<file path="src/rtl/uart_pkg.sv">
// Shared UART framing definitions: byte width, byte-order selector and a
// constant-evaluable ceil(log2) used to size ports and counters.
package uart_pkg;

  localparam int UART_BYTE_W = 8;

  typedef enum logic {
    BYTE_ORDER_LSB_FIRST = 1'b0,
    BYTE_ORDER_MSB_FIRST = 1'b1
  } byte_order_e;

  function automatic int clog2(input int value);
    int res;
    res = 0;
    while ((1 << res) < value) begin
      res++;
    end
    return res;
  endfunction

endpackage

</file>
<file path="src/rtl/sync_fifo_fwft.sv">
// First-word-fall-through FIFO: head_data shows the oldest entry whenever the
// FIFO is not empty, and reads zero while empty.
module sync_fifo_fwft
  import uart_pkg::*;
#(
  parameter int WIDTH = 32,
  parameter int DEPTH = 4
) (
  input  logic                  clk,
  input  logic                  rst,
  input  logic                  push,
  input  logic [WIDTH-1:0]      push_data,
  input  logic                  pop,
  output logic [WIDTH-1:0]      head_data,
  output logic                  empty,
  output logic                  full,
  output logic [clog2(DEPTH):0] level
);

  localparam int PTR_W = clog2(DEPTH);
  localparam int LVL_W = PTR_W + 1;

  logic [DEPTH-1:0][WIDTH-1:0] mem_q, mem_d;
  logic [PTR_W-1:0]            wr_ptr_q, wr_ptr_d;
  logic [PTR_W-1:0]            rd_ptr_q, rd_ptr_d;
  logic [LVL_W-1:0]            level_q, level_d;
  logic                        do_push, do_pop;

  assign empty     = (level_q == '0);
  assign full      = (level_q == LVL_W'(DEPTH));
  assign level     = level_q;
  assign head_data = empty ? '0 : mem_q[rd_ptr_q];

  // A push into a full FIFO only lands when the head leaves on the same edge.
  assign do_pop  = pop && !empty;
  assign do_push = push && (!full || do_pop);

  always_comb begin
    mem_d    = mem_q;
    wr_ptr_d = wr_ptr_q;
    rd_ptr_d = rd_ptr_q;
    level_d  = level_q;
    if (do_push) begin
      mem_d[wr_ptr_q] = push_data;
      wr_ptr_d        = wr_ptr_q + PTR_W'(1);
    end
    if (do_pop) begin
      rd_ptr_d = rd_ptr_q + PTR_W'(1);
    end
    case ({do_push, do_pop})
      2'b10:   level_d = level_q + LVL_W'(1);
      2'b01:   level_d = level_q - LVL_W'(1);
      default: level_d = level_q;
    endcase
  end

  always_ff @(posedge clk) begin
    if (rst) begin
      mem_q    <= '0;
      wr_ptr_q <= '0;
      rd_ptr_q <= '0;
      level_q  <= '0;
    end else begin
      mem_q    <= mem_d;
      wr_ptr_q <= wr_ptr_d;
      rd_ptr_q <= rd_ptr_d;
      level_q  <= level_d;
    end
  end

endmodule

</file>
<file path="src/rtl/uart_word_packer.sv">
// Packs BYTES_PER_WORD UART bytes into one word, with stale-byte timeout,
// resync, and an output FIFO carrying a sticky overflow flag.
module uart_word_packer
  import uart_pkg::*;
#(
  parameter int BYTES_PER_WORD = 4,
  parameter bit MSB_FIRST      = 1'b1,
  parameter int TIMEOUT_CYCLES = 100000,
  parameter int FIFO_DEPTH     = 4
) (
  input  logic                                  clk,
  input  logic                                  rst,
  input  logic [UART_BYTE_W-1:0]                rx_data,
  input  logic                                  rx_data_valid,
  input  logic                                  resync,
  input  logic                                  clr_err,
  output logic [UART_BYTE_W*BYTES_PER_WORD-1:0] word_data,
  output logic                                  word_valid,
  input  logic                                  word_ready,
  output logic [clog2(FIFO_DEPTH):0]            fifo_level,
  output logic [clog2(BYTES_PER_WORD)-1:0]      byte_idx,
  output logic                                  timeout_pulse,
  output logic                                  overflow
);

  localparam int                WORD_W     = UART_BYTE_W * BYTES_PER_WORD;
  localparam int                BIDX_W     = clog2(BYTES_PER_WORD);
  localparam logic [BIDX_W-1:0] LAST_IDX   = BIDX_W'(BYTES_PER_WORD - 1);
  localparam int                TMO_LOAD_I = (TIMEOUT_CYCLES > 0) ? TIMEOUT_CYCLES - 1 : 0;
  localparam int                CNT_W      = (clog2(TMO_LOAD_I + 1) > 0) ? clog2(TMO_LOAD_I + 1) : 1;
  localparam logic [CNT_W-1:0]  TMO_LOAD   = CNT_W'(TMO_LOAD_I);
  localparam byte_order_e       ORDER      = MSB_FIRST ? BYTE_ORDER_MSB_FIRST : BYTE_ORDER_LSB_FIRST;

  typedef logic [BYTES_PER_WORD-1:0][UART_BYTE_W-1:0] word_t;

  word_t             asm_q, asm_d;
  word_t             cur_asm, push_word;
  logic [BIDX_W-1:0] byte_idx_q, byte_idx_d;
  logic [BIDX_W-1:0] cur_idx, slot;
  logic [CNT_W-1:0]  idle_cnt_q, idle_cnt_d;
  logic              timeout_pulse_q, timeout_pulse_d;
  logic              overflow_q, overflow_d;
  logic              push_req;
  logic              fifo_pop, fifo_full, fifo_empty;

  assign word_valid    = !fifo_empty;
  assign fifo_pop      = word_valid && word_ready;
  assign byte_idx      = byte_idx_q;
  assign timeout_pulse = timeout_pulse_q;
  assign overflow      = overflow_q;

  always_comb begin
    asm_d           = asm_q;
    byte_idx_d      = byte_idx_q;
    idle_cnt_d      = idle_cnt_q;
    timeout_pulse_d = 1'b0;
    overflow_d      = overflow_q && !clr_err;
    push_req        = 1'b0;
    push_word       = '0;
    // A byte arriving with resync starts a fresh word at slot 0.
    cur_idx         = resync ? '0 : byte_idx_q;
    cur_asm         = resync ? '0 : asm_q;
    slot            = (ORDER == BYTE_ORDER_MSB_FIRST) ? LAST_IDX - cur_idx : cur_idx;

    if (resync) begin
      asm_d      = '0;
      byte_idx_d = '0;
      idle_cnt_d = '0;
    end

    if (rx_data_valid) begin
      push_word       = cur_asm;
      push_word[slot] = rx_data;
      if (cur_idx == LAST_IDX) begin
        push_req   = 1'b1;
        asm_d      = '0;
        byte_idx_d = '0;
        idle_cnt_d = '0;
      end else begin
        asm_d      = push_word;
        byte_idx_d = cur_idx + BIDX_W'(1);
        idle_cnt_d = TMO_LOAD;
      end
    end else if (!resync && (byte_idx_q != '0) && (TIMEOUT_CYCLES != 0)) begin
      if (idle_cnt_q == '0) begin
        asm_d           = '0;
        byte_idx_d      = '0;
        timeout_pulse_d = 1'b1;
      end else begin
        idle_cnt_d = idle_cnt_q - CNT_W'(1);
      end
    end

    if (push_req && fifo_full && !fifo_pop) begin
      overflow_d = 1'b1;
    end
  end

  always_ff @(posedge clk) begin
    if (rst) begin
      asm_q           <= '0;
      byte_idx_q      <= '0;
      idle_cnt_q      <= '0;
      timeout_pulse_q <= 1'b0;
      overflow_q      <= 1'b0;
    end else begin
      asm_q           <= asm_d;
      byte_idx_q      <= byte_idx_d;
      idle_cnt_q      <= idle_cnt_d;
      timeout_pulse_q <= timeout_pulse_d;
      overflow_q      <= overflow_d;
    end
  end

  sync_fifo_fwft #(
    .WIDTH (WORD_W),
    .DEPTH (FIFO_DEPTH)
  ) u_fifo (
    .clk       (clk),
    .rst       (rst),
    .push      (push_req),
    .push_data (push_word),
    .pop       (fifo_pop),
    .head_data (word_data),
    .empty     (fifo_empty),
    .full      (fifo_full),
    .level     (fifo_level)
  );

endmodule

</file>
<file path="config.mk">
export PLATFORM = sky130hd
export DESIGN_NAME = uart_word_packer
export DESIGN_NICKNAME = d
export VERILOG_FILES = /design/src/rtl/uart_pkg.sv /design/src/rtl/sync_fifo_fwft.sv /design/src/rtl/uart_word_packer.sv
export SDC_FILE = /design/constraint.sdc
export NUM_CORES = 1
export LEC_CHECK = 0
export ABC_AREA = 1
export BUFFER_PORTS_ARGS = -buffer_cell sky130_fd_sc_hd__buf_4
export CAP_MARGIN = 5
export CORE_AREA = 2 2 162 164
export CTS_BUF_LIST = sky130_fd_sc_hd__clkbuf_8
export DETAILED_ROUTE_END_ITERATION = 12
export DIE_AREA = 0 0 164 166
export GPL_ROUTABILITY_DRIVEN = 0
export GPL_TIMING_DRIVEN = 0
export MAX_ROUTING_LAYER = met4
export PLACE_DENSITY = 0.53
export SETUP_SLACK_MARGIN = 0.4
export SYNTH_ARGS = -nofsm -noshare
export SYNTH_HDL_FRONTEND = slang
export SYNTH_SLANG_ARGS = --single-unit
</file>
<file path="constraint.sdc">
create_clock -name clk -period 4.1 [get_ports clk]
set_clock_uncertainty 0.2 [all_clocks]
set_input_delay 0.82 -clock clk [delete_from_list [all_inputs] [get_ports clk]]
set_output_delay 0.82 -clock clk [all_outputs]
set_load 0.05 [all_outputs]
</file>
Word-level counts from Yosys, hierarchy flattened
Cells that the tools add are included.
{"block": "classes", "add_sub_neg": 7, "n_lt_le_gt_ge": 5, "eq_ne": 4, "muxes": 30, "n_bitwise": 1, "reduce_logical": 20}
{"op": "2-to-1 mux 32 bit", "n": 9}
{"op": "bitwise mux 128 bit", "n": 1}
{"op": "2-to-1 mux 17 bit", "n": 5}
{"op": "binary-select mux 32 bit (select 2 bit)", "n": 1}
{"op": "demux 32 bit (select 2 bit)", "n": 1}
{"op": "bitwise mux 32 bit", "n": 1}
{"op": "zero test 17 bit", "n": 1}
{"op": "subtractor 17 x 1 -> 17 bit, second input constant", "n": 1}
{"op": "demux 8 bit (select 2 bit)", "n": 1}
{"op": "2-to-1 mux 2 bit", "n": 5}
{"op": "logical AND 1 bit", "n": 9}
{"op": "less-than comparator 2 x 3 -> 1 bit, second input constant", "n": 3}
{"op": "2-to-1 mux 8 bit", "n": 1}
{"op": "adder 2 x 1 -> 2 bit, second input constant", "n": 3}
{"op": "one-hot mux 3 bit (2 select lines)", "n": 1}
{"op": "zero test 1 bit", "n": 5}
{"op": "== test 2 bit, second input constant", "n": 2}
{"op": ">= comparator 2 x 1 -> 1 bit, second input constant", "n": 2}
{"op": "2-to-1 mux 1 bit", "n": 4}
{"op": "nonzero test 2 bit", "n": 2}
{"op": "adder 3 x 1 -> 3 bit, second input constant", "n": 1}
{"op": "== test 3 bit, second input constant", "n": 1}
{"op": "zero test 3 bit", "n": 1}
{"op": "OR reduction 3 bit", "n": 1}
{"op": "other kinds (5)", "n": 5}
{"block": "word_totals", "ff_bits": 188, "inputBits": 14, "out_inout_bits": 40}

Longest topological paths before layout
Gate-level depths: netlist of the first run.
{"block": "depth", "ltp_word": 9, "depth_mapped": 11}

Hierarchy
A second synthesis of the first run with hierarchy kept.
{"block": "hier_totals", "hier_cells": 1283, "area_unflattened_um2": 9268.9}
{"mod": "sync_fifo_fwft", "n_inst": 1, "cells_per_inst": 803, "area_each_um2": 6064.6, "seq_area_each_um2": 2702.6}
{"mod": "uart_word_packer", "n_inst": 1, "cells_per_inst": 480, "area_each_um2": 3204.3, "seq_area_each_um2": 1061.0}

Worst setup path before layout of the first run
OpenSTA, ideal clock, no wires.
{"block": "synth_timing", "path_kind": "reg-to-output", "from": "reg u_fifo.level_q[2], in the netlist u_fifo.level[2]", "to": "out word_data[0]", "arrival_ns": 2.340, "slack_ns": 0.740, "path_stages_with_launch": 6, "path_buffers": 1, "path_cell_list": "dfxtp_1 inv_1 nand2_1 inv_1 buf_1 a21oi_1"}
{"block": "synth_between", "elab_chain_len": 2}
{"item": "start: declaration", "line": "sync_fifo_fwft.sv:26", "source": "logic [LVL_W-1:0] level_q, level_d;"}
{"item": "start signal: assignment", "line": "sync_fifo_fwft.sv:67", "source": "level_q <= level_d;"}
{"item": "zero test 3 bit", "line": "sync_fifo_fwft.sv:29", "source": "assign empty = (level_q == '0);"}
{"item": "2-to-1 mux 32 bit", "line": "sync_fifo_fwft.sv:32", "source": "assign head_data = empty ? '0 : mem_q[rd_ptr_q];"}
{"item": "end: declaration", "line": "uart_word_packer.sv:17", "source": "output logic [UART_BYTE_W*BYTES_PER_WORD-1:0] word_data,"}
Every way passes these cells.

Worst setup path after layout of the first run
{"block": "layout_timing", "from": "reg u_fifo.rd_ptr_q[0]", "to": "out word_data[17]"}
{"block": "layout_between", "elab_chain_len": 3}
{"item": "start: declaration", "line": "sync_fifo_fwft.sv:25", "source": "logic [PTR_W-1:0] rd_ptr_q, rd_ptr_d;"}
{"item": "start signal: assignment", "line": "sync_fifo_fwft.sv:66", "source": "rd_ptr_q <= rd_ptr_d;"}
{"item": "binary-select mux 32 bit (select 2 bit)", "line": "sync_fifo_fwft.sv:32"}
{"item": "2-to-1 mux 32 bit (implied by the code)", "line": "sync_fifo_fwft.sv:32"}
{"item": "2-to-1 mux 32 bit", "line": "sync_fifo_fwft.sv:32"}
Every way passes these cells. The select of a mux whose other input is x is not followed.

==> metrics.md, run 1 <==
| Metric | Value |
|---|---|
| Outcome | `finished clean` |
| Post-route fraction of the period consumed by the critical path | `86.1%` |
| Number of clock buffers inserted by TritonCTS | `17` |
| Clock slew at reported path FFs | `100 ps` |
| PD cells | `345 mW/mm^2` |
| Maximum clock frequency | `0.283 GHz` |
| Count of instances resized after the clock tree is built | `0` |
| Arr. time, crit path | `2510 ps` |
| Post-placement cell area | `0.00964 mm^2` |
| Global-route wire length before repair | `47100 um` |
| Required time at the worst-slack endpoint | `3080 ps` |
| Number of buffers on the longest clock path | `2` |
| Sum of net half-perimeters after detailed placement | `22100 um` |
| Maximum number of pins on one net before global-route repair | `17` |
| Worst-Margin Slew | `827 ps` |
| Die footprint | `0.0272 mm^2` |
| # IOs | `54` |
| Count of distinct cell types in the synthesized netlist | `37` |
| # diodes | `0` |
| Highest ir drop seen on vdd | `0.209 mV` |
| Average footprint of a synthesized cell | `7.01 um^2` |
| Post-Layout Inst Area | `0.0101 mm^2` |
| Number of buffers added for setup after CTS | `0` |
| RSZ-0062 raised after global routing | `false` |
| Hold/Removal Path Class | `reg -> reg` |
| DIE WIDTH | `164 um` |
| Final global-route overflow total | `0` |
| Via total after detailed routing | `8776` |
| Final count of pins violating max slew | `0` |
| Total placed cells including tap cells | `1647` |
| Number of endpoints failing setup at the final stage | `0` |
| Number of antenna violations at the first check in global routing | `0` |
| Summed instance area of the synthesized netlist | `0.00882 mm^2` |
| Final wirelength | `31500 um` |
| Min Clock Period, post-route | `3530 ps` |
| CTS tree | `yes` |
| Number of sinks driven by the clock tree | `188` |
| CP Capture Type | `output pin` |
| Share of final-layout standard cells stronger than drive strength 1 | `11.5%` |
| Total DRC errors in the routed layout | `0` |
| Number of nets at the end of the flow | `1356` |
| Non-filler cells in the finished layout | `1678` |
| Aggregate global-route resource usage | `23.6%` |
| Depth of the CTS H-tree | `4` |
| Warnings from Yosys | `0` |
| Count of input and output buffers | `53` |
| Synthesized instance count | `1259` |
| Effective utilization at floorplan | `34.4%` |
| Hold violation count in the final report | `0` |
| CTS Hold Buffers Added | `0` |
| Per-cell routed wire length | `18.7 um` |
| Type of origin of the critical path | `flop` |
| Root cell of the clock tree | `clkbuf_8` |
| Critical path fanouts, max | `10` |
| Max capacitance violation total | `0` |
| Clock latency reported for the late side of the worst-skew pair | `470 ps` |
| Violation count after the first detailed-route iteration | `804` |
| Total nets after synthesis | `1284` |
| Synth-to-Final Area Change | `14.1%` |
| Mean number of vias per cell | `5.23` |
| Slew HR | `44.8%` |
| Number of register bits inferred by synthesis | `188` |
| Std cell rows | `59` |
| Via count of the first global-routing pass | `7655` |
| Aggregate negative setup slack | `0 ps` |
| Part of the Yosys area used for sequential elements | `42.7%` |
| Placeable core region | `0.0256 mm^2` |
| Setup Crit Path Kind | `reg -> out` |
| Leak | `3.64 nW` |
| Vertical die dimension | `166 um` |
| Drt first pass iters | `6` |
| Number of nets with antenna violations after detailed routing | `0` |
final cells by class:
| type | count | area (um^2) |
|---|---|---|
| Multi-Input combinational cell | 868 | 4190 |
| Clock inverter | 14 | 193 |
| Inverter | 116 | 440 |
| Tap cell | 335 | 419 |
| Timing Repair Buffer | 53 | 398 |
| Buffer | 87 | 429 |
| Fill cell | 2760 | 15500 |
| Clock buffer | 17 | 234 |
| Sequential cell | 188 | 3760 |
per-stage QoR:
stage                     util [%]  hold slack (ps)  setup WS, ps  power (mW)
after floorplan                  -              229           740        2.05
after CTS                     39.3              259           562        3.50
after global routing          39.3              273           459        3.59
final                         39.3              257           569        3.48
after global placement        37.6              239          1010        2.14
after detailed placement      37.6              244           985        2.14
layer usage:
metal	routed length [um]	track usage, %
met2	14300	35.8
met4	588	5.53
met5	0	-
met3	1970	3.10
met1	14600	33.2
kinds of logic after synthesis:
kind of cell | synth area share, %
AO/OA/AOI/OAI | 27.2
XOR/XNOR | 0.397
adder cells (fa/ha/maj) | 1.65
buffers and inverters | 9.84
flip-flops | 42.7
AND/OR/NAND/NOR | 18.2
state kept, by name, indices dropped and copies added, names as in the netlist:
| register | count |
|---|---|
| u_fifo.wr_ptr_q | 2 |
| u_fifo.level | 3 |
| u_fifo.rd_ptr_q | 2 |
| timeout_pulse | 1 |
| u_fifo.mem_q | 128 |
| overflow | 1 |
| idle_cnt_q | 17 |
| asm_q | 32 |
| byte_idx | 2 |
cell usage after synthesis:
| cell type | count | area (um^2) |
|---|---|---|
| nand2_1 | 214 | 803 |
| nand3_1 | 31 | 155 |
| a21oi_1 | 263 | 1320 |
| clkbuf_2 | 1 | 5.00 |
| nand3_2 | 4 | 40.0 |
| ha_1 | 10 | 125 |
| nor2_8 | 1 | 20.0 |
| o21ai_1 | 11 | 55.1 |
| o21bai_4 | 1 | 18.8 |
| nand2_2 | 3 | 18.8 |
| nor3b_1 | 1 | 7.51 |
| buf_1 | 12 | 45.0 |
| buf_4 | 8 | 60.1 |
| fa_1 | 1 | 20.0 |
| o211ai_1 | 5 | 37.5 |
| nor2_2 | 5 | 31.3 |
| nor3_1 | 5 | 25.0 |
| nand3_4 | 1 | 17.5 |
| o22ai_1 | 1 | 6.26 |
| inv_2 | 7 | 26.3 |
| buf_2 | 26 | 130 |
| inv_4 | 2 | 12.5 |
| clkinv_1 | 1 | 3.75 |
| nor2_1 | 102 | 383 |
| clkbuf_1 | 35 | 131 |
| or2_1 | 9 | 56.3 |
| xor2_1 | 1 | 8.76 |
| dfxtp_1 | 188 | 3760 |
| nor2_4 | 1 | 11.3 |
| nor3_2 | 1 | 10.0 |
| o21ai_2 | 3 | 26.3 |
| inv_1 | 106 | 398 |
| o21ai_0 | 188 | 941 |
| xnor2_1 | 3 | 26.3 |
| buf_6 | 5 | 56.3 |
| nand2_4 | 2 | 22.5 |
| nand4_1 | 1 | 6.26 |
power by group:
group	switching (mW)	internal, mW
combinational	0.183	0.0696
clock	0.712	0.663
sequential	0.00925	1.84
total	0.904	2.57
critical path, cell delays in order, from the launching register on:
cell      delay [ps]
dfxtp_1          330
inv_1             80
clkbuf_1         420
clkbuf_1         540
o21ai_0          210
a21oi_1          220
buf_4            240
layout by cell type, fill, tap and decap left out, drive strengths merged:
| cell type | count |
|---|---|
| nor2 | 109 |
| or2 | 9 |
| nand4 | 1 |
| buf | 104 |
| clkbuf | 53 |
| nor3 | 6 |
| a21oi | 263 |
| ha | 10 |
| xnor2 | 3 |
| o21ai | 202 |
| o22ai | 1 |
| fa | 1 |
| nand2 | 219 |
| nand3 | 36 |
| dfxtp | 188 |
| xor2 | 1 |
| nor3b | 1 |
| bufinv | 4 |
| o211ai | 5 |
| clkinvlp | 5 |
| clkinv | 2 |
| o21bai | 1 |
| inv | 119 |
worst paths after layout:
| kind | end | cells after the start | start | slack [ps] |
|---|---|---|---|---|
| setup / recovery | word_data[17] | 6 | u_fifo.rd_ptr_q[0] | 570 |
| hold / removal | u_fifo.mem_q[64] | 2 | u_fifo.mem_q[64] | 260 |
| setup reg to reg | u_fifo.level[2] | 11 | u_fifo.level[2] | 1480 |
| hold reg to reg | u_fifo.mem_q[64] | 2 | u_fifo.mem_q[64] | 260 |
Power figures use the tool's default switching activity.
==> run 2: changes to the inputs <==
--- a/config.mk
+++ b/config.mk
@@ -6,8 +6,8 @@
 export NUM_CORES = 1
 export LEC_CHECK = 0
 export ABC_AREA = 1
-export BUFFER_PORTS_ARGS = -buffer_cell sky130_fd_sc_hd__buf_4
-export CAP_MARGIN = 5
+export BUFFER_PORTS_ARGS = -buffer_cell sky130_fd_sc_hd__buf_2
+export CAP_MARGIN = 20
 export CORE_AREA = 2 2 162 164
 export CTS_BUF_LIST = sky130_fd_sc_hd__clkbuf_8
 export DETAILED_ROUTE_END_ITERATION = 12
==> run 2 against run 1 <==
Effect of this change: routed wire length fell by 0.31%; non-clock buffer count unchanged; combinational power barely moved; critical endpoint is now word_data[9]; largest power group unchanged.
==> metrics.md, run 2 (same netlist as run 1, synthesis figures left out) <==
| Metric | Value |
|---|---|
| Leak | `3.64 nW` |
| DIE WIDTH | `164 um` |
| Switching portion of total power | `26.8%` |
| Synth-to-Final Area Change | `12.3%` |
| Clock slew at reported path FFs | `100 ps` |
| Die footprint | `0.0272 mm^2` |
| Mean number of vias per cell | `5.23` |
| Slew HR | `42.9%` |
| Reg with most FFs | `u_fifo.mem_q` |
| PD cells | `342 mW/mm^2` |
| Final global-route overflow total | `0` |
| Number of clock buffers inserted by TritonCTS | `17` |
| Number of antenna violations at the first check in global routing | `0` |
| Critical path fanouts, max | `10` |
| # diodes | `0` |
| Final setup margin | `573 ps` |
| Outcome | `finished clean` |
| Per-cell routed wire length | `18.7 um` |
| Logic pwr share | `7.3%` |
| Total DRC errors in the routed layout | `0` |
| Post-route fraction of the period consumed by the critical path | `86.0%` |
| Clock latency reported for the late side of the worst-skew pair | `480 ps` |
| Via total after detailed routing | `8786` |
| Number of nets with antenna violations after detailed routing | `0` |
| Dpl ws | `966 ps` |
| Share of final-layout standard cells stronger than drive strength 1 | `11.7%` |
| Drt first pass iters | `5` |
| Highest ir drop seen on vdd | `0.140 mV` |
| Sum of net half-perimeters after detailed placement | `22100 um` |
| Root cell of the clock tree | `clkbuf_8` |
| HP Start | `u_fifo.mem_q[84]` |
| Aggregate global-route resource usage | `23.9%` |
| Vertical die dimension | `166 um` |
| Min Clock Period, post-route | `3530 ps` |
| Number of buffers added for setup after CTS | `0` |
| Std cell rows | `59` |
| Required time at the worst-slack endpoint | `3080 ps` |
| CTS tree | `yes` |
| Count of input and output buffers | `53` |
| Effective utilization at floorplan | `34.4%` |
| Number of buffers on the longest clock path | `2` |
| Sequential share of power | `54.5%` |
| Post-placement cell area | `0.00951 mm^2` |
| Final wirelength | `31400 um` |
| Via count of the first global-routing pass | `8133` |
| Most frequent standard cell in the layout excluding fill and tap cells | `a21oi_1` |
| Number of nets at the end of the flow | `1356` |
| Post-Layout Inst Area | `0.00991 mm^2` |
| Setup Crit Path Kind | `reg -> out` |
| Post-layout utilization of the core | `38.7%` |
| Depth of the CTS H-tree | `4` |
| Global-route wire length before repair | `47800 um` |
| Highest-count cells in the layout ignoring fill and taps | `a21oi_1 (263), nand2_1 (214), o21ai_0 (188), dfxtp_1 (188), inv_1 (107)` |
| Non-filler cells in the finished layout | `1679` |
| Placeable core region | `0.0256 mm^2` |
| Worst-Margin Slew | `857 ps` |
| Internal portion of total power | `2.48 mW` |
| Switching Power | `0.910 mW` |
| Startpoint of the worst register-to-register path | `byte_idx[1]` |
| Total placed cells including tap cells | `1647` |
| CP Capture Type | `output pin` |
| Violation count after the first detailed-route iteration | `855` |
| Maximum clock frequency | `0.284 GHz` |
| Type of origin of the critical path | `flop` |
| Aggregate negative setup slack | `0 ps` |
| Registers with the highest flip-flop counts | `u_fifo.mem_q: 128 flops, asm_q: 32 flops, idle_cnt_q: 17 flops` |
| Hold violation count in the final report | `0` |
| Hold/Removal Path Class | `reg -> reg` |
| Critical path capture point | `word_data[9]` |
| Maximum number of pins on one net before global-route repair | `17` |
| Max capacitance violation total | `0` |
| RR Endpoint | `u_fifo.mem_q[48]` |
| Setup slack, reg-to-reg | `1510 ps` |
| Worst setup startpoint | `u_fifo.rd_ptr_q[0]` |
| Max reg flops | `128` |
| # IOs | `54` |
| Number of sinks driven by the clock tree | `188` |
| Arr. time, crit path | `2510 ps` |
| Depth of the worst register-to-register path | `10` |
| CTS Hold Buffers Added | `0` |
| Relative contribution of the clock network to total power | `38.2%` |
| Final count of pins violating max slew | `0` |
| Number of endpoints failing setup at the final stage | `0` |
| RSZ-0062 raised after global routing | `false` |
-- run 2: layer usage --
layer	GRT usage, %	up-vias	wire length [um]
li1	-	4299	-
met1	32.7	4123	14600
met2	35.5	305	14000
met3	4.45	59	1920
met4	7.55	0	880
met5	-	-	0
-- run 2: layout make-up --
type | count | area, um^2
flip-flops and latches | 188 | 3760
repair buffers | 53 | 265
well taps | 335 | 419
clock inverters | 13 | 139
plain buffers | 87 | 430
clock buffers | 19 | 262
fillers | 2750 | 15700
inverters | 116 | 440
multi-input cells | 868 | 4190
-- run 2: worst max-delay path, cell delays in order (launching register included) --
cell and delay [ps]:
dfxtp_1 340, inv_1 80, clkbuf_1 460, clkbuf_2 370, o21ai_0 140, a21oi_1 300, buf_2 330
-- run 2: per-stage QoR --
step,hold WS [ps],power [mW]
after floorplan,229,2.05
after global placement,240,2.14
after detailed placement,245,2.14
after CTS,259,3.42
after global routing,278,3.53
final,257,3.39
-- run 2: worst min path at each step --
| stage | to | slack [ps] | cells after the start |
|---|---|---|---|
| finish | u_fifo.mem_q[84] | 260 | 2 |
| global placement | u_fifo.mem_q[49] | 240 | 2 |
| global route | u_fifo.mem_q[86] | 280 | 2 |
| floorplan | u_fifo.mem_q[110] | 230 | 2 |
| detailed placement | u_fifo.mem_q[92] | 240 | 2 |
| CTS | u_fifo.mem_q[92] | 260 | 2 |
-- run 2: power by group through the flow --
| stage | Sequential [mW] | Combinational (mW) | Clock, mW |
|---|---|---|---|
| 6_report | 1.85 | 0.249 | 1.29 |
| 2_1_floorplan | 1.89 | 0.155 | 0 |
| 3_5_place_dp | 1.89 | 0.246 | 0 |
| 4_1_cts | 1.85 | 0.247 | 1.32 |
| 5_1_grt | 1.85 | 0.273 | 1.41 |
| 3_3_place_gp | 1.89 | 0.246 | 0 |
-- run 2: repair_timing --
item                                    in CTS  in global routing
endpoints found under the setup margin       0                  4
gates resized for setup                      0                  4
endpoints found under the hold margin        0                  0
==> run 3: changes to the inputs <==
--- a/config.mk
+++ b/config.mk
@@ -6,6 +6,7 @@
 export NUM_CORES = 1
 export LEC_CHECK = 0
 export ABC_AREA = 1
+export ABC_CLOCK_PERIOD_IN_PS = 3300
 export BUFFER_PORTS_ARGS = -buffer_cell sky130_fd_sc_hd__buf_2
 export CAP_MARGIN = 20
 export CORE_AREA = 2 2 162 164
==> constraint.sdc (replaced) <==
create_clock -name clk -period 3.3 [get_ports clk]
set_clock_uncertainty 0.2 [all_clocks]
set_input_delay 0.66 -clock clk [delete_from_list [all_inputs] [get_ports clk]]
set_output_delay 0.66 -clock clk [all_outputs]
set_load 0.05 [all_outputs]
==> run 3 against run 2 <==
Effect of this change: hold slack got worse by 25 ps; global-route usage increased by 0.065 points; sequential cell count unchanged; die area unchanged; first-iteration DRC count decreased by 4.2%; via count increased by 0.31%; cell area increased by 1.8%; non-clock buffer count unchanged; clock-buffer cell count unchanged; combinational power increased by 24%; largest cell class unchanged.
==> metrics.md, run 3 (same netlist as run 1, synthesis figures left out) <==
| Metric | Value |
|---|---|
| Post-placement cell area | `0.00951 mm^2` |
| Outcome | `finished clean` |
| Count of input and output buffers | `53` |
| Per-cell routed wire length | `18.8 um` |
| Sequential share of power | `54.4%` |
| Type of origin of the critical path | `flop` |
| Final count of pins violating max slew | `0` |
| Sequential cell area in the final layout | `0.00376 mm^2` |
| Power after layout | `4.22 mW` |
| Vertical die dimension | `166 um` |
| Number of buffers on the longest clock path | `2` |
| Max capacitance violation total | `0` |
| Drt first pass iters | `5` |
| Arr. time, crit path | `2000 ps` |
| Hold violation count in the final report | `0` |
| Hold/Removal Path Class | `in -> reg` |
| Global-route wire length before repair | `47900 um` |
| CTS tree | `yes` |
| Depth of the worst register-to-register path | `10` |
| Logic pwr share | `7.3%` |
| PD cells | `418 mW/mm^2` |
| Number of sinks driven by the clock tree | `188` |
| Highest-count cells in the layout ignoring fill and taps | `a21oi_1 (252), nand2_1 (214), o21ai_0 (188), dfxtp_1 (188), inv_1 (107)` |
| Internal portion of total power | `3.09 mW` |
| Via total after detailed routing | `8813` |
| Clock slew at reported path FFs | `110 ps` |
| Post-Layout Inst Area | `0.0101 mm^2` |
| Synth-to-Final Area Change | `14.4%` |
| Maximum number of pins on one net before global-route repair | `17` |
| Effective utilization at floorplan | `34.4%` |
| Reg with most FFs | `u_fifo.mem_q` |
| Final wirelength | `31500 um` |
| Via count of the first global-routing pass | `8141` |
| Switching Power | `1.14 mW` |
| Number of clock buffers inserted by TritonCTS | `17` |
| # IOs | `54` |
| Total DRC errors in the routed layout | `0` |
| Switching portion of total power | `26.9%` |
| Slew HR | `45.7%` |
| Number of antenna violations at the first check in global routing | `0` |
| Root cell of the clock tree | `clkbuf_8` |
| Aggregate negative setup slack | `0 ps` |
| Number of nets at the end of the flow | `1356` |
| Leak | `3.71 nW` |
| Share of final-layout standard cells stronger than drive strength 1 | `13.9%` |
| Number of nets with antenna violations after detailed routing | `0` |
| Max reg flops | `128` |
| Final global-route overflow total | `0` |
| Post-route fraction of the period consumed by the critical path | `86.7%` |
| Number of endpoints failing setup at the final stage | `0` |
| Number of filler cells placed in the layout | `2731` |
| Aggregate global-route resource usage | `24.0%` |
| Maximum clock frequency | `0.349 GHz` |
| Violation count after the first detailed-route iteration | `819` |
| Number of buffers added for setup after CTS | `0` |
| Die footprint | `0.0272 mm^2` |
| Min Clock Period, post-route | `2860 ps` |
| Most frequent standard cell in the layout excluding fill and tap cells | `a21oi_1` |
| Highest ir drop seen on vdd | `0.172 mV` |
| DIE WIDTH | `164 um` |
| Placeable core region | `0.0256 mm^2` |
| Sum of net half-perimeters after detailed placement | `22100 um` |
| Area of combinational cells with multiple inputs | `0.00423 mm^2` |
| RSZ-0062 raised after global routing | `true` |
| CP Capture Type | `output pin` |
| Clock latency reported for the late side of the worst-skew pair | `480 ps` |
| Registers with the highest flip-flop counts | `u_fifo.mem_q: 128 flops, asm_q: 32 flops, idle_cnt_q: 17 flops` |
| Hold path cells | `4` |
| # diodes | `0` |
| Std cell rows | `59` |
| Relative contribution of the clock network to total power | `38.2%` |
| Critical path fanouts, max | `10` |
| Setup Crit Path Kind | `reg -> out` |
| Depth of the CTS H-tree | `4` |
| Mean number of vias per cell | `5.25` |
| Required time at the worst-slack endpoint | `2440 ps` |
| Worst-Margin Slew | `815 ps` |
-- run 3: changes by cell type in the layout (fill, tap and decap cells not counted) --
cell / before / now
clkbuf_2: 3 / 4
clkbuf_1: 33 / 22
buf_4: 8 / 34
clkbuf_4: 0 / 6
a21oi_1: 263 / 252
a21oi_2: 0 / 11
buf_2: 79 / 59
buf_1: 12 / 4
buf_6: 5 / 11
-- run 3: per-stage QoR --
step	hold WS [ps]	instances	util (%)	setup slack, ps
after floorplan	229	1259	-	99.7
after global placement	240	1647	37.1	336
after detailed placement	245	1647	37.1	326
after CTS	212	1679	39.1	369
after global routing	230	1679	39.4	369
final	232	1679	39.4	438
-- run 3: final cells by class --
type | instances | share of cell area [%]
sequential | 188 | 37.3
clock buffer | 19 | 2.59
multi-input combinational | 868 | 41.9
buffer | 87 | 4.93
timing repair buffer | 53 | 3.36
inverter | 116 | 4.36
tap | 335 | 4.15
clock inverter | 13 | 1.38
-- run 3: path summary, 6_finish.rpt --
check / from / endpoint / slack (ps)
min reg2reg: u_fifo.mem_q[84] / u_fifo.mem_q[84] / 260
min: clr_err / overflow / 230
max: u_fifo.rd_ptr_q[0] / word_data[14] / 440
max reg2reg: byte_idx[1] / u_fifo.mem_q[48] / 700
-- run 3: repair_timing --
item                                    4_1_cts  5_1_grt
pin swaps                                     1        4
hold buffers                                  0        0
endpoints found under the setup margin       32       32
gates resized for setup                      52       40
-- run 3: power by group through the flow --
stage               sequential [mW]  combinational [mW]  clock, mW
floorplan                      2.35               0.193          0
global placement               2.35               0.305          0
detailed placement             2.35               0.306          0
CTS                            2.30               0.307       1.64
global route                   2.30               0.340       1.75
finish                         2.30               0.310       1.61
-- run 3: metal layers --
metal | up-vias | GRT usage, % | share of wire, % | routed length (um)
li1 | 4310 | - | - | -
met1 | 4138 | 32.8 | 46 | 14500
met2 | 303 | 35.6 | 44 | 14000
met3 | 62 | 4.47 | 6.7 | 2110
met4 | 0 | 7.63 | 2.8 | 897
met5 | - | - | 0 | 0
-- run 3: critical path, cell delays in order (launching register included) --
cell     delay (ps)
dfxtp_1         340
buf_4           190
buf_2           220
a21oi_1         180
o21ai_0         130
a21oi_2         220
buf_4           230
